`src/rtl/hazard_scoreboard.sv`:
```
// rtl/hazard_scoreboard.sv - per-register pending-write scoreboard with RAW/WAW/fence interlock
//
// Tracks in-flight register writes with one saturating counter per register
// (x0 excluded) and gates issue of the decoded instruction on read-after-write
// hazards, counter saturation and fences. A fence with writes in flight parks
// the FSM in DRAIN until every outstanding write has retired.
//
// Ports:
//   clk, rst_n            clock, asynchronous active-low reset
//   dec_*                 decoded instruction and its operand-use flags
//   ex_ready              execute stage can accept this cycle
//   wb_valid, wb_rd       register write retiring this cycle
//   flush                 pipeline squash, clears all tracking
//   issue, stall          instruction accepted / hold fetch-decode
//   pending               bit i set while register i has writes in flight
//   outstanding           total writes in flight
//   draining              FSM waiting for a fence to drain
//   underflow_err         sticky: a writeback retired with nothing pending
module hazard_scoreboard #(
  parameter int NUM_REGS = 32,
  parameter int CNT_W    = 2
) (
  input  logic                clk,
  input  logic                rst_n,
  input  logic                dec_valid,
  input  logic [4:0]          dec_rs1,
  input  logic [4:0]          dec_rs2,
  input  logic [4:0]          dec_rd,
  input  logic                dec_use_rs1,
  input  logic                dec_use_rs2,
  input  logic                dec_wr_rd,
  input  logic                dec_fence,
  input  logic                ex_ready,
  input  logic                wb_valid,
  input  logic [4:0]          wb_rd,
  input  logic                flush,
  output logic                issue,
  output logic                stall,
  output logic [NUM_REGS-1:0] pending,
  output logic [6:0]          outstanding,
  output logic                draining,
  output logic                underflow_err
);

  localparam logic [0:0]       ST_RUN   = 1'b0;
  localparam logic [0:0]       ST_DRAIN = 1'b1;
  localparam logic [CNT_W-1:0] CNT_MAX  = '1;

  logic [CNT_W-1:0] cnt_q [1:NUM_REGS-1];
  logic [CNT_W-1:0] cnt_d [1:NUM_REGS-1];
  logic [0:0]       state_q, state_d;
  logic             underflow_q, underflow_d;

  // Full 32-entry view indexed directly by 5-bit register numbers; x0 and
  // any register beyond NUM_REGS read as zero.
  logic [CNT_W-1:0] cnt_all [32];
  logic             raw;
  logic             waw_full;

  always_comb begin
    for (int i = 0; i < 32; i++) cnt_all[i] = '0;
    for (int i = 1; i < NUM_REGS; i++) cnt_all[i] = cnt_q[i];
  end

  always_comb begin
    outstanding = '0;
    pending     = '0;
    for (int i = 1; i < NUM_REGS; i++) begin
      outstanding = outstanding + 7'(cnt_q[i]);
      pending[i]  = |cnt_q[i];
    end
  end

  // Hazards look only at registered counters: a write retiring this cycle
  // releases its consumer one cycle later.
  always_comb begin
    raw = (dec_use_rs1 && dec_rs1 != 5'd0 && cnt_all[dec_rs1] != '0) ||
          (dec_use_rs2 && dec_rs2 != 5'd0 && cnt_all[dec_rs2] != '0);
    waw_full = dec_wr_rd && dec_rd != 5'd0 && cnt_all[dec_rd] == CNT_MAX;
  end

  assign issue = (state_q == ST_RUN) && dec_valid && ex_ready && !raw && !waw_full &&
                 !flush && !(dec_fence && outstanding != 7'd0);
  assign stall         = dec_valid && !issue;
  assign draining      = (state_q == ST_DRAIN);
  assign underflow_err = underflow_q;

  always_comb begin
    logic inc;
    logic dec;
    cnt_d       = cnt_q;
    state_d     = state_q;
    underflow_d = underflow_q;
    inc         = 1'b0;
    dec         = 1'b0;
    if (flush) begin
      for (int i = 1; i < NUM_REGS; i++) cnt_d[i] = '0;
      state_d = ST_RUN;
    end else begin
      for (int i = 1; i < NUM_REGS; i++) begin
        inc = issue && dec_wr_rd && (dec_rd == 5'(i));
        dec = wb_valid && (wb_rd == 5'(i));
        // Simultaneous issue and retire on one register cancel out.
        if (inc && !dec) begin
          if (cnt_q[i] != CNT_MAX) cnt_d[i] = cnt_q[i] + 1'b1;
        end else if (dec && !inc) begin
          if (cnt_q[i] == '0) underflow_d = 1'b1;
          else                cnt_d[i] = cnt_q[i] - 1'b1;
        end
      end
      if (state_q == ST_RUN) begin
        if (dec_valid && dec_fence && outstanding != 7'd0) state_d = ST_DRAIN;
      end else begin
        if (outstanding == 7'd0) state_d = ST_RUN;
      end
    end
  end

  always_ff @(posedge clk or negedge rst_n) begin
    if (!rst_n) begin
      for (int i = 1; i < NUM_REGS; i++) cnt_q[i] <= '0;
      state_q     <= ST_RUN;
      underflow_q <= 1'b0;
    end else begin
      cnt_q       <= cnt_d;
      state_q     <= state_d;
      underflow_q <= underflow_d;
    end
  end

endmodule
```
`config.mk`:
```
export PLATFORM = sky130hd
export DESIGN_NAME = hazard_scoreboard
export DESIGN_NICKNAME = d
export VERILOG_FILES = /design/src/rtl/hazard_scoreboard.sv
export SDC_FILE = /design/constraint.sdc
export NUM_CORES = 1
export LEC_CHECK = 0
export BUFFER_PORTS_ARGS = -buffer_cell sky130_fd_sc_hd__buf_2
export CAP_MARGIN = 15
export CORE_MARGIN = 10
export CORE_UTILIZATION = 55
export CTS_BUF_LIST = sky130_fd_sc_hd__clkbuf_16
export DETAILED_ROUTE_END_ITERATION = 10
export HOLD_SLACK_MARGIN = 0.02
export PLACE_DENSITY = 0.75
export SYNTH_ARGS = -nofsm -noshare
export SYNTH_HDL_FRONTEND = slang
export SYNTH_SLANG_ARGS = --single-unit
```
`constraint.sdc`:
```
create_clock -name clk -period 21.2 [get_ports clk]
set_input_delay 5.3 -clock clk [delete_from_list [all_inputs] [get_ports clk]]
set_output_delay 5.3 -clock clk [all_outputs]
set_load 0.005 [all_outputs]
```
==> key figures <==
Detailed routing
  • Initial drt markers: 990
  • Vias: ~7300
  • # DRC: 0
  • Final WL: 25000 um
  • DRT antenna net count: 0
  • Wire per inst: 22.1 um
  • Pre-Repair DR Iteration Count: 6
  • Vias per inst: 6.43

STA
  • Setup TNS: 0 ns
  • Final setup fails: 0
  • Minimum clock period: roughly 13 ns
  • Worst rel slew slack: 19.5%
  • Fmax: 0.0762 GHz
  • RSZ-0062 raised after global routing: no
  • Slew Limit Fails: 0
  • Hold Worst Slack: 0.590 ns
  • Final worst clock skew: 0.00654 ns
  • Final Cycle Share: 61.9%
  • Slew @ Worst Pin: 1.21 ns
  • Fin. Hold Viols: 0

Global route
  • Largest net degree at the start of global routing: 65
  • Gr usage total: 27.4%
  • Global-route wire length before repair: about 39000 um
  • Grt total ovfl: 0
  • Antenna violations before repair: 2
  • Number of global-route vias before repair: 6860

Placement
  • Placed Area: 0.00769 sq mm
  • RD Place Congestion: 1.03
  • Final HPWL DP: about 20000 um
  • Port Buffers: ~70

Die
  • # rows: 41
  • Die area: between 0.015 and 0.02 sq mm
  • Initial Util: between 50% and 60%
  • Ports: 73
  • DIE HEIGHT: approximately 130 um
  • CORE AREA: 0.0128 sq mm
  • Chip width: 135 um

Synthesis
  • Leading area contributor after synthesis: dfrtp_1
  • Yosys top cell area share: 22.0%
  • Mapped Cells: 908
  • Post-synth top flop: dfrtp_1
  • Mapped Nets: 1007
  • Asr flop ratio synth: 100%
  • Post-synthesis cell type count: 71
  • Syn_area_per_cell: 8.01 sq um
  • Post-synthesis sequential area ratio: between 20 and 25%
  • Cell Area, Synth: 0.00727 sq mm
  • Post-synth EDFFs: 0
  • Synth Register Bits: between 60 and 70
  • Area contributors post-synth: dfrtp_1 (22%), fa_1 (16%), inv_1 (5.7%), mux4_2 (5.3%), nor2_1 (5.1%)
  • Ys Warns: 0

Critical path
  • CP cell instances: fa_1 -> fa_1 -> inv_1 -> fa_1 -> inv_1 -> fa_1 -> fa_1 -> fa_1 -> inv_1 -> fa_1 -> inv_1 -> ha_1 -> fa_1 -> a21o_1 -> a21oi_1 -> xnor2_1 -> nor4_1 -> o32ai_2 -> nor4_4 -> buf_4 -> buf_2
  • Worst Path Arrival: about 7.8 ns
  • R2r setup slk: around 12 ns
  • Slowest CP cell: nor4_1
  • Crit Path Category: flop to output port
  • CP required: 15.90 ns
  • Worst setup SP type: flop
  • Crit path largest cell delay: around 0.76 ns
  • CP max FO: 24
  • CP dominant cell by count: fa_1
  • Crit end category: output port

CTS
  • CTS buffer count: 9
  • Number of buffers added for setup after CTS: 0
  • Clock Tree Root: clkbuf_16
  • Worst-path clk slew: 0.06 ns
  • CTS tree: built
  • # clock sinks: 64
  • CTS max path bufs: 2
  • Clk_lat worst skew: 0.35 ns
  • CTS resizes: 0
  • Cts hold-fix bufs: 0
  • H-Tree Depth: 3

Flow run
  • Maxcap violations: 0

Run status
  • Status: finished clean

Min path
  • Hold WC Path Type: flop to flop

Power
  • Cell Pwr Density: between 40 and 50 mW/mm^2
  • Leak Pwr: 0.00371 uW
  • Max IR drop VDD: 0.0356 mV

Final layout
  • Layout fillers: 1111
  • Fin nets: 1052
  • Area Overhead vs Synth: 10.2%
  • Final core occ: between 60% and 70%
  • Share of cells above drive strength 1: 13.3%
  • Finished Cell Area: 0.00801 sq mm
[registers in the layout (all words and copies together) (netlist names)]
name / count
draining: 1
underflow_err: 1
cnt_all: 62
[worst paths after layout]
check | from | endpoint | cells past startpoint
hold reg to reg | cnt_all[1] | cnt_all[1] | 2
max in group asynchronous | rst_n | cnt_all[51] | 2
setup reg to reg | cnt_all[39] | underflow_err | 23
min in group asynchronous | rst_n | cnt_all[13] | 2
setup / recovery | cnt_all[39] | issue | 21
hold / removal | cnt_all[1] | cnt_all[1] | 2
[where the power goes]
group          internal [uW]  switching [uW]  total (uW)
Sequential               122           0.458         123
Combinational           11.5            28.0        39.5
Clock                    101            57.3         158
[cells in the final DEF, fill, tap and decap left out, types with 3 or more instances in the layout]
master and count:
nand3_1 38, a21o_1 4, buf_4 4, or2_2 10, mux4_2 17, and4_1 5, a21oi_1 60, a211oi_1 22
nand2b_1 16, nor2_1 98, and3_1 17, o2111ai_1 3, dfrtp_1 64, nor3_1 39, nand4_1 5, nand2_1 83
a31oi_1 9, o311a_1 3, mux2i_1 6, o2111a_1 4, o211a_1 3, nand3b_1 4, o211ai_1 3, or2_1 4
fa_1 57, ha_1 12, o21a_1 7, o21ai_0 61, nor2b_1 13, a22oi_1 4, and4b_1 3, buf_2 71
clkbuf_16 9, a311oi_1 3, xnor2_1 7, o22ai_1 5, and2_1 19, nor4_1 9, a211o_1 3, inv_1 112
[stage by stage]
step | worst slack (ns) | std cells | power (uW)
after floorplan | 8.65 | 908 | 149
after global placement | 8.20 | 1113 | 163
after detailed placement | 8.17 | 1113 | 163
after CTS | 8.12 | 1128 | 320
after global routing | 7.87 | 1131 | 329
final | 8.07 | 1131 | 321
[layer usage]
| layer | vias to the layer above | part of all wire [%] | GRT usage, % |
|---|---|---|---|
| li1 | 3241 | - | - |
| met1 | 3431 | 38 | 35.6 |
| met2 | 526 | 44 | 41.1 |
| met3 | 74 | 13 | 7.72 |
| met4 | 0 | 3.8 | 13.1 |
| met5 | - | 0 | 0 |
[worst max-delay path, delay by kind of cell, from the launching register on]
| family | cells | cell delay (ns) |
|---|---|---|
| buffers and inverters | 6 | 0.71 |
| adder cells (fa/ha/maj) | 9 | 4.38 |
| AO/OA/AOI/OAI | 3 | 0.73 |
| flip-flops | 1 | 0.48 |
| XOR/XNOR | 1 | 0.10 |
| AND/OR/NAND/NOR | 2 | 1.07 |
[layout make-up]
cell class | instances | area, sq um | area share (%)
multi-input combinational | 692 | 5080 | 63.4
clock inverter | 6 | 77.6 | 0.968
antenna | 2 | 5.00 | 0.0625
timing repair buffer | 76 | 397 | 4.95
clock buffer | 9 | 225 | 2.81
tap | 172 | 215 | 2.69
sequential | 64 | 1600 | 20.0
inverter | 110 | 413 | 5.15
[cells in the mapped netlist, types with 19 or more instances]
| cell | count |
|---|---|
| inv_1 | 110 |
| nand2_1 | 83 |
| o21ai_0 | 61 |
| and2_1 | 19 |
| dfrtp_1 | 64 |
| nor3_1 | 39 |
| nor2_1 | 98 |
| a211oi_1 | 22 |
| a21oi_1 | 60 |
| nand3_1 | 38 |
| clkbuf_1 | 31 |
| fa_1 | 57 |
[logic make-up (layout without fill, tap and decap cells)]
logic type,after synthesis,in the layout,share of synthesized area (%)
buf+inv,152,201,8.17
fa+ha+maj,69,69,17.8
other cells,1,3,0.0516
xor+xnor,9,9,1.08
mux,25,25,6.40
flops,64,64,22.0
simple gates,376,376,25.9
compound gates,212,212,18.7
Power figures use the tool's default switching activity.
